--- config.mk ---
export PLATFORM = sky130hd
export DESIGN_NAME = mips_multicycle_ctrl
export DESIGN_NICKNAME = d
export VERILOG_FILES = /design/src/rtl/mips_multicycle_ctrl.sv
export SDC_FILE = /design/constraint.sdc
export NUM_CORES = 1
export LEC_CHECK = 0
export BUFFER_PORTS_ARGS = -buffer_cell sky130_fd_sc_hd__buf_2
export CAP_MARGIN = 5
export CORE_UTILIZATION = 50
export CTS_BUF_LIST = sky130_fd_sc_hd__clkbuf_8
export DETAILED_ROUTE_END_ITERATION = 10
export PLACE_DENSITY = 0.9
export SYNTH_ARGS = -nofsm -noshare
export SYNTH_HDL_FRONTEND = slang
export SYNTH_SLANG_ARGS = --single-unit
--- constraint.sdc ---
create_clock -name clk -period 1.7 [get_ports clk]
set_clock_uncertainty 0.05 [all_clocks]
set_input_delay 0.085 -clock clk [delete_from_list [all_inputs] [get_ports clk]]
set_output_delay 0.085 -clock clk [all_outputs]
set_load 0.005 [all_outputs]
--- src/rtl/mips_multicycle_ctrl.sv ---
// Control FSM for the multicycle MIPS core: sequences the shared datapath and the unified
// memory through fetch/decode/execute/memory/writeback, with a watchdog on memory steps.
module mips_multicycle_ctrl #(
  parameter int unsigned TIMEOUT = 16
) (
  input  logic       clk,
  input  logic       rst,
  input  logic [5:0] opcode,
  input  logic [5:0] funct,
  input  logic       zero,
  input  logic       mem_ready,
  output logic       mem_req,
  output logic       memwrite,
  output logic       iord,
  output logic       irwrite,
  output logic       regwrite,
  output logic       regdst,
  output logic       memtoreg,
  output logic       alusrca,
  output logic [1:0] alusrcb,
  output logic [2:0] alucontrol,
  output logic [1:0] pcsrc,
  output logic       pcen,
  output logic       illegal,
  output logic       bus_err
);

  localparam int unsigned WDW = (TIMEOUT > 1) ? $clog2(TIMEOUT) : 1;
  localparam logic [WDW-1:0] WD_LAST = WDW'(TIMEOUT - 1);

  localparam logic [5:0] OP_RTYPE = 6'b000000;
  localparam logic [5:0] OP_LW    = 6'b100011;
  localparam logic [5:0] OP_SW    = 6'b101011;
  localparam logic [5:0] OP_BEQ   = 6'b000100;
  localparam logic [5:0] OP_ADDI  = 6'b001000;
  localparam logic [5:0] OP_J     = 6'b000010;

  localparam logic [2:0] ALU_ADD = 3'b010;
  localparam logic [2:0] ALU_SUB = 3'b110;
  localparam logic [2:0] ALU_AND = 3'b000;
  localparam logic [2:0] ALU_OR  = 3'b001;
  localparam logic [2:0] ALU_SLT = 3'b111;

  typedef enum logic [3:0] {
    FETCH, DECODE, MEMADR, MEMREAD, MEMWB, MEMWRITE,
    EXECUTE, ALUWB, BRANCH, ADDIEX, ADDIWB, JUMP
  } state_t;

  state_t         state;
  logic [WDW-1:0] wd;
  logic           mem_state;
  logic           timeout;
  logic           opcode_ok;
  logic           funct_ok;
  logic [2:0]     alu_funct;
  logic           pcwrite;
  logic           branch;

  // Watchdog expires only when no ready arrives on the last allowed cycle; ready wins.
  assign mem_state = (state == FETCH) || (state == MEMREAD) || (state == MEMWRITE);
  assign timeout   = mem_state && !mem_ready && (wd == WD_LAST);

  always_comb begin
    opcode_ok = 1'b1;
    case (opcode)
      OP_LW, OP_SW, OP_RTYPE, OP_BEQ, OP_ADDI, OP_J: opcode_ok = 1'b1;
      default:                                       opcode_ok = 1'b0;
    endcase
  end

  always_comb begin
    funct_ok  = 1'b1;
    alu_funct = ALU_ADD;
    case (funct)
      6'b100000: alu_funct = ALU_ADD;
      6'b100010: alu_funct = ALU_SUB;
      6'b100100: alu_funct = ALU_AND;
      6'b100101: alu_funct = ALU_OR;
      6'b101010: alu_funct = ALU_SLT;
      default:   funct_ok  = 1'b0;
    endcase
  end

  // State sequencing and watchdog; the watchdog clears on every state change or abort.
  always_ff @(posedge clk) begin
    if (rst) begin
      state <= FETCH;
      wd    <= '0;
    end else begin
      wd <= '0;
      case (state)
        FETCH: begin
          if (mem_ready)           state <= DECODE;
          else if (wd != WD_LAST)  wd    <= wd + WDW'(1);
        end
        DECODE: begin
          case (opcode)
            OP_LW, OP_SW: state <= MEMADR;
            OP_RTYPE:     state <= EXECUTE;
            OP_BEQ:       state <= BRANCH;
            OP_ADDI:      state <= ADDIEX;
            OP_J:         state <= JUMP;
            default:      state <= FETCH;
          endcase
        end
        MEMADR: begin
          if (opcode == OP_SW)      state <= MEMWRITE;
          else if (opcode == OP_LW) state <= MEMREAD;
          else                      state <= FETCH;
        end
        MEMREAD: begin
          if (mem_ready)           state <= MEMWB;
          else if (wd == WD_LAST)  state <= FETCH;
          else                     wd    <= wd + WDW'(1);
        end
        MEMWRITE: begin
          if (mem_ready || (wd == WD_LAST)) state <= FETCH;
          else                              wd    <= wd + WDW'(1);
        end
        EXECUTE: state <= funct_ok ? ALUWB : FETCH;
        ADDIEX:  state <= ADDIWB;
        default: state <= FETCH;
      endcase
    end
  end

  // Moore decode of the current state; everything is held low while rst is asserted.
  always_comb begin
    mem_req    = 1'b0;
    memwrite   = 1'b0;
    iord       = 1'b0;
    irwrite    = 1'b0;
    regwrite   = 1'b0;
    regdst     = 1'b0;
    memtoreg   = 1'b0;
    alusrca    = 1'b0;
    alusrcb    = 2'b00;
    alucontrol = 3'b000;
    pcsrc      = 2'b00;
    illegal    = 1'b0;
    bus_err    = 1'b0;
    pcwrite    = 1'b0;
    branch     = 1'b0;
    if (!rst) begin
      case (state)
        FETCH: begin
          mem_req    = 1'b1;
          alusrcb    = 2'b01;
          alucontrol = ALU_ADD;
          irwrite    = mem_ready;
          pcwrite    = mem_ready;
          bus_err    = timeout;
        end
        DECODE: begin
          alusrcb    = 2'b11;
          alucontrol = ALU_ADD;
          illegal    = !opcode_ok;
        end
        MEMADR: begin
          alusrca    = 1'b1;
          alusrcb    = 2'b10;
          alucontrol = ALU_ADD;
        end
        MEMREAD: begin
          mem_req = 1'b1;
          iord    = 1'b1;
          bus_err = timeout;
        end
        MEMWB: begin
          regwrite = 1'b1;
          memtoreg = 1'b1;
        end
        MEMWRITE: begin
          mem_req  = 1'b1;
          memwrite = 1'b1;
          iord     = 1'b1;
          bus_err  = timeout;
        end
        EXECUTE: begin
          alusrca    = 1'b1;
          alucontrol = alu_funct;
          illegal    = !funct_ok;
        end
        ALUWB: begin
          regwrite = 1'b1;
          regdst   = 1'b1;
        end
        BRANCH: begin
          alusrca    = 1'b1;
          alucontrol = ALU_SUB;
          pcsrc      = 2'b01;
          branch     = 1'b1;
        end
        ADDIEX: begin
          alusrca    = 1'b1;
          alusrcb    = 2'b10;
          alucontrol = ALU_ADD;
        end
        ADDIWB: regwrite = 1'b1;
        JUMP: begin
          pcsrc   = 2'b10;
          pcwrite = 1'b1;
        end
        default: ;
      endcase
    end
  end

  assign pcen = pcwrite | (branch & zero);

endmodule

==> summary.txt, run 1 <==
Status
  • Outcome: finished, violations left
  • Failing checks: setup timing

Synthesis
  • Mapped Nets: 145
  • Syn_area_per_cell: 6.85 um2
  • Yosys cell types: 43
  • Post-synth ARST share: 0
  • Syn. warnings: 0
  • Count of mapped cells out of synthesis: 128
  • Seq/Total Area, Yosys: 0.183
  • #FFs+latches synth: 8
  • EDFF count, synth: 0
  • Mapped Area: 877 um2
  • Most used DFF post-synth: dfxtp_1

Clock network
  • H-tree depth: 1
  • CTS tree: yes
  • Clock Path Buffers: 2
  • Clock root buffer: clkbuf_8
  • Clock slew at reported path FFs: 0.04 ns
  • Clock sink count: 8
  • Cts hold-fix bufs: 0
  • CTS Buf Count: 3
  • Worst skew pair latency: 0.23 ns

Worst setup path
  • Capturing point of the worst reg2reg path: state[0]
  • CP max FO: 4
  • Worst Setup End Kind: output pin
  • FF-to-FF Start: wd[0]
  • Critical path depth in cells: 5
  • Crit Path Class: flop to output pin
  • R2R cell count: 5
  • Worst setup SP type: flop
  • Critical Path Sink: bus_err
  • Worst stage delay on the critical path: 0.43 ns
  • Buf/Inv on CP: 1
  • CP delay by family, top: simple AND/OR/NAND/NOR gates
  • Worst EP required: 1.56 ns
  • CP max stage cell: or4_4
  • Launch point of the worst path: state[2]
  • CP cell instances: nor3_4 > a21oi_2 > or4_4 > nor2_2 > buf_2
  • Flop2flop setup slack: 0.09 ns
  • WP data arrival: 1.57 ns

Final layout
  • P&R area growth vs syn: 37.9%
  • # nets final: 183
  • Filler cells: 104
  • Share of cells above drive strength 1: 0.384
  • Number of diodes: 0

Floorplanning
  • Die height: 43.9 um
  • Die area: 1930 um2
  • Core Region: 1580 um2
  • Number of rows in the core area: 14
  • Initial Util: 0.556
  • I/O pin total: 34
  • Die X: 43.9 um

Global routing
  • Gr ovfl total: 0
  • Vias in the first global route: 1050
  • Total GRT Usage: 0.311
  • First-pass GRT wire length: 4.54 mm
  • Largest net degree at the start of global routing: 20
  • Initial antenna violation count: 0

Timing
  • Hold Vio Cnt, Final: 0
  • Hold slack: 0.255 ns
  • Slew @ Worst Pin: 0.530 ns
  • Fmax: 585 MHz
  • Final setup violation count: 1
  • Final worst setup slack: -0.00986 ns
  • Setup TNS: -0.00986 ns
  • Tcrit/Tclk final: 1.01
  • Post-route minimum period: 1.71 ns
  • Slew Limit Fails: 0
  • Worst slew margin relative to its limit: 0.646
  • RSZ-0062 raised after global routing: true

Drt
  • Number of detailed-route iterations in the first pass: 6
  • Vias per Instance: 6.68
  • Final WL: 2.85 mm
  • Detailed Route Iter0 Violations: 62
  • Post-DRT Antenna Nets: 0
  • Routed WL per cell: 15.9 um
  • DR vias: 1202
  • Remaining DRCs: 0

Power and ir drop
  • Maximum vdd drop: 0.000615 V
  • Leakage: 0.525 nW
  • Pwr dens: 509 nW/um2

Run
  • Max-Cap Viols: 0

Placed design
  • Routability cong.: 0.955
  • Pre-CTS WS: 0.147 ns
  • PortBufs: 33
  • Post-DP HPWL: 2.06 mm

Min path
  • HP Class: primary input to flop
==> tightest hold or removal path, cell delays in order <==
cell and delay, ns:
buf_2 0.11, nor3_1 0.08, o211ai_1 0.11, a21boi_0 0.09
==> worst min path at each step <==
stage,startpoint,endpoint,cells past startpoint
after detailed placement,zero,pcen,3
after global routing,funct[2],state[1],4
final,opcode[0],state[3],4
after CTS,opcode[0],state[3],4
after floorplan,mem_ready,irwrite,2
after global placement,wd[0],wd[0],1
==> per-layer routing <==
layer | part of all wire | vias up | track usage
met1 | 0.38 | 543 | 0.393
met5 | 0 | - | 0
met4 | 0.035 | 0 | 0.133
met2 | 0.48 | 98 | 0.499
li1 | - | 542 | -
met3 | 0.11 | 19 | 0.0792
==> area by class of cell <==
| cell class | count | area (um2) | area share |
|---|---|---|---|
| Clock buffer | 3 | 41.3 | 0.0341 |
| Timing Repair Buffer | 44 | 255 | 0.211 |
| Multi-Input combinational cell | 103 | 698 | 0.577 |
| Tap cell | 16 | 20.0 | 0.0165 |
| Sequential cell | 8 | 173 | 0.143 |
| Inverter | 6 | 22.5 | 0.0186 |
==> logic make-up after synthesis <==
family	Yosys count	share of synthesized area
and+or+nand+nor	65	0.401
xor gates and xnor gates	5	0.0499
adders and majority gates	1	0.0143
buffers and inverters	17	0.0827
DFF	8	0.183
AOI/OAI and AO/OA	32	0.270
==> stage by stage <==
step,instance area (um2),util,power [mW],instances
2_1_floorplan,877,-,0.298,128
3_3_place_gp,1080,0.685,0.353,175
3_5_place_dp,1080,0.685,0.361,175
4_1_cts,1170,0.744,0.600,179
5_1_grt,1210,0.767,0.644,180
6_report,1210,0.767,0.616,180
==> power by group <==
group          internal [mW]  total [mW]  switching [mW]
logic                 0.0839       0.180          0.0963
clock network          0.154       0.232          0.0783
registers              0.192       0.203          0.0113
==> registers in the layout, indices dropped and copies added, names as in the netlist <==
register and flops:
state 4, wd 4
==> layout by cell type, fill, tap and decap left out, drive strengths merged, types with 4 or more instances in the layout <==
cell / synthesis / routed
nand2: 7 / 7
nor2b: 5 / 5
nor3: 6 / 6
a21oi: 5 / 5
buf: 7 / 44
nand3: 5 / 5
nor2: 19 / 19
inv: 6 / 6
nand2b: 4 / 4
or3: 4 / 4
o21ai: 6 / 6
dfxtp: 8 / 8
==> Yosys cell counts, drive strengths merged (2+ instances only) <==
cell / instances / area (um2)
xnor2: 2 / 17.5
xor2: 3 / 26.3
nand4: 3 / 18.8
o21ai: 6 / 30.0
nand3: 5 / 30.0
a21boi: 2 / 15.0
nand2: 7 / 26.3
o31ai: 3 / 22.5
nor2b: 5 / 31.3
nor4: 2 / 12.5
clkbuf: 4 / 16.3
and3: 3 / 18.8
a21oi: 5 / 25.0
nand2b: 4 / 25.0
nor4b: 3 / 26.3
buf: 7 / 33.8
a211oi: 3 / 22.5
nor2: 19 / 71.3
nor3: 6 / 30.0
o211ai: 2 / 15.0
or3: 4 / 25.0
inv: 6 / 22.5
dfxtp: 8 / 160
==> timing repair <==
item                                    in CTS  in global routing
pin swaps                                    6                  4
gates resized for setup                     12                  6
buffers inserted                             1                  1
endpoints found under the setup margin       4                  5
No activity file was read; power rests on OpenSTA's default activity.
==> run 2, diff against run 1 <==
- PLACE_DENSITY: 0.9 -> 0.82
==> summary.txt, run 2 (synthesized netlist as in run 1, its figures left out) <==
Status
  • Outcome: finished, final reports clean

Floorplanning
  • Number of rows in the core area: 14 (unchanged)
  • I/O pin total: 34 (unchanged)
  • Initial Util: 0.556 (unchanged)
  • Core Region: 1580 um2 (unchanged)
  • Die height: 43.9 um (unchanged)
  • Die area: 1930 um2 (unchanged)
  • Die X: 43.9 um (unchanged)

Timing
  • Final setup violation count: 0 (-1)
  • Tcrit/Tclk final: 0.994 (-0.0114)
  • Slew Limit Fails: 0 (unchanged)
  • Slew @ Worst Pin: 0.575 ns (+0.0452 ns)
  • Hold Vio Cnt, Final: 0 (unchanged)
  • Post-route minimum period: 1.69 ns (-0.0194 ns)
  • Final worst setup slack: 0.00951 ns (+0.0194 ns)
  • Worst slew margin relative to its limit: 0.614 (-0.0324)
  • Hold slack: 0.178 ns (-0.0772 ns)
  • RSZ-0062 raised after global routing: true
  • Fmax: 592 MHz (+1.1%)

Power and ir drop
  • Logic gate share of total power: 0.285 (-0.008)
  • Pwr dens: 506 nW/um2 (-0.56%)
  • P_sw: 0.180 mW (-3.1%)
  • Final Power: 0.602 mW (-2.2%)
  • Switch share: 0.299 (-0.00283)
  • Maximum vdd drop: 0.000599 V (-2.6%)
  • Clock network fraction of total power: 0.388 (+0.011)
  • Leakage: 0.524 nW (-0.20%)
  • Internal: 0.422 mW (-1.8%)
  • Sequential power share: 0.328 (-0.002)

Drt
  • Post-DRT Antenna Nets: 0 (unchanged)
  • Final WL: 2.60 mm (-9.0%)
  • Remaining DRCs: 0 (unchanged)
  • Routed WL per cell: 14.4 um (-9.0%)
  • Detailed Route Iter0 Violations: 43 (-31%)
  • Vias per Instance: 6.21 (-7.0%)
  • DR vias: 1118 (-7.0%)
  • Number of detailed-route iterations in the first pass: 4 (-2)

Global routing
  • Vias in the first global route: 917 (-13%)
  • Total GRT Usage: 0.292 (-0.0182)
  • Gr ovfl total: 0 (unchanged)
  • First-pass GRT wire length: 4.28 mm (-5.6%)
  • Initial antenna violation count: 0 (unchanged)
  • Largest net degree at the start of global routing: 18 (-10%)

Worst setup path
  • Worst setup SP type: flop
  • CP max FO: 6 (+2)
  • Worst EP required: 1.56 ns (about the same)
  • Worst Setup End Kind: output pin
  • WP data arrival: 1.56 ns (about the same)
  • Crit Path Class: flop to output pin

Final layout
  • Share of cells above drive strength 1: 0.372 (-0.0122)
  • P&R area growth vs syn: 35.7%
  • Top Registers: state: 4 flops, wd: 4 flops
  • Most frequent cells in the layout: buf_2 (33), nor2_1 (19), buf_4 (9)
  • Register area: 171 um2 (-0.73%)
  • Post-route cell area: 1190 um2 (-1.7%)
  • Area taken by multi-input logic gates: 679 um2 (-2.7%)
  • Filler cells: 114 (+9.6%)
  • # nets final: 183 (unchanged)
  • Number of diodes: 0 (unchanged)
  • Most common cell after layout, fill and taps aside: buf_2

Clock network
  • CTS tree: yes
  • Clock root buffer: clkbuf_8
  • H-tree depth: 1 (unchanged)
  • Clock slew at reported path FFs: 0.04 ns (about the same)
  • Clock Path Buffers: 2 (unchanged)
  • Clock sink count: 8 (unchanged)
  • CTS Buf Count: 3 (unchanged)
  • Worst skew pair latency: 0.23 ns (about the same)

Run
  • Max-Cap Viols: 0 (unchanged)

Placed design
  • Routability cong.: 0.906 (-5.2%)
  • Pre-CTS WS: 0.188 ns (+0.0419 ns)
  • Post-DP HPWL: 1.86 mm (-9.6%)
  • PortBufs: 33 (unchanged)
  • DP Area: 1090 um2 (+0.69%)

Min path
  • HP Class: primary input to flop
[run 2: cell count changes in the layout (fill, tap and decap cells not counted)]
cell | previous run | this run
dfxtp_1 | 4 | 5
nor2_2 | 1 | 0
nor3_2 | 0 | 1
a211oi_2 | 0 | 1
xor2_2 | 0 | 1
nor2_1 | 18 | 19
a211oi_1 | 3 | 2
xor2_4 | 1 | 0
a21oi_1 | 4 | 5
nor3_4 | 1 | 0
dfxtp_2 | 1 | 0
a21oi_2 | 1 | 0
[run 2: per-layer routing]
layer | global-route usage | vias up | routed length [um]
met4 | 0.0606 | 0 | 8
met1 | 0.437 | 505 | 1180
li1 | - | 543 | -
met2 | 0.436 | 68 | 1190
met5 | 0 | - | 0
met3 | 0.0542 | 2 | 213
[run 2: what timing repair did]
item / CTS / global route
endpoints found under the hold margin: 0 / 0
cloned: 0 / 0
endpoints found under the setup margin: 4 / 6
hold buffers: 0 / 0
gates resized for setup: 6 / 8
buffers inserted: 0 / 1
[run 2: through the flow]
step | cells | TNS (ns) | util
after detailed placement | 176 | 0 | 0.690
after global routing | 180 | -0.104 | 0.755
after CTS | 179 | 0 | 0.725
after global placement | 176 | 0 | 0.690
final | 180 | 0 | 0.755
after floorplan | 128 | 0 | -
[run 2: critical path, stage by stage (launching register included)]
cell and delay (ns):
dfxtp_4 0.36, nor3_2 0.21, a21oi_1 0.08, or4_4 0.45
nor2_1 0.11, buf_2 0.11
[run 2: power groups by stage]
stage	combinational (mW)	sequential, mW	clock (mW)
after floorplan	0.0965	0.201	0
after global placement	0.152	0.203	0
after detailed placement	0.158	0.203	0
after CTS	0.161	0.200	0.232
after global routing	0.188	0.198	0.247
final	0.171	0.197	0.233
[run 2: final timing paths]
kind / startpoint / endpoint / slack [ns] / cells after the start
min reg2reg: wd[0] / wd[0] / 0.42 / 1
min: mem_ready / wd[0] / 0.18 / 3
max reg2reg: wd[0] / state[0] / 0.19 / 5
max: state[1] / bus_err / 0.01 / 5
[run 2: final cells by class]
class,instances,share of cell area
clock buffer,3,0.0347
inverter,6,0.0189
multi-input combinational,103,0.571
sequential,8,0.144
tap,16,0.0168
timing repair buffer,44,0.215
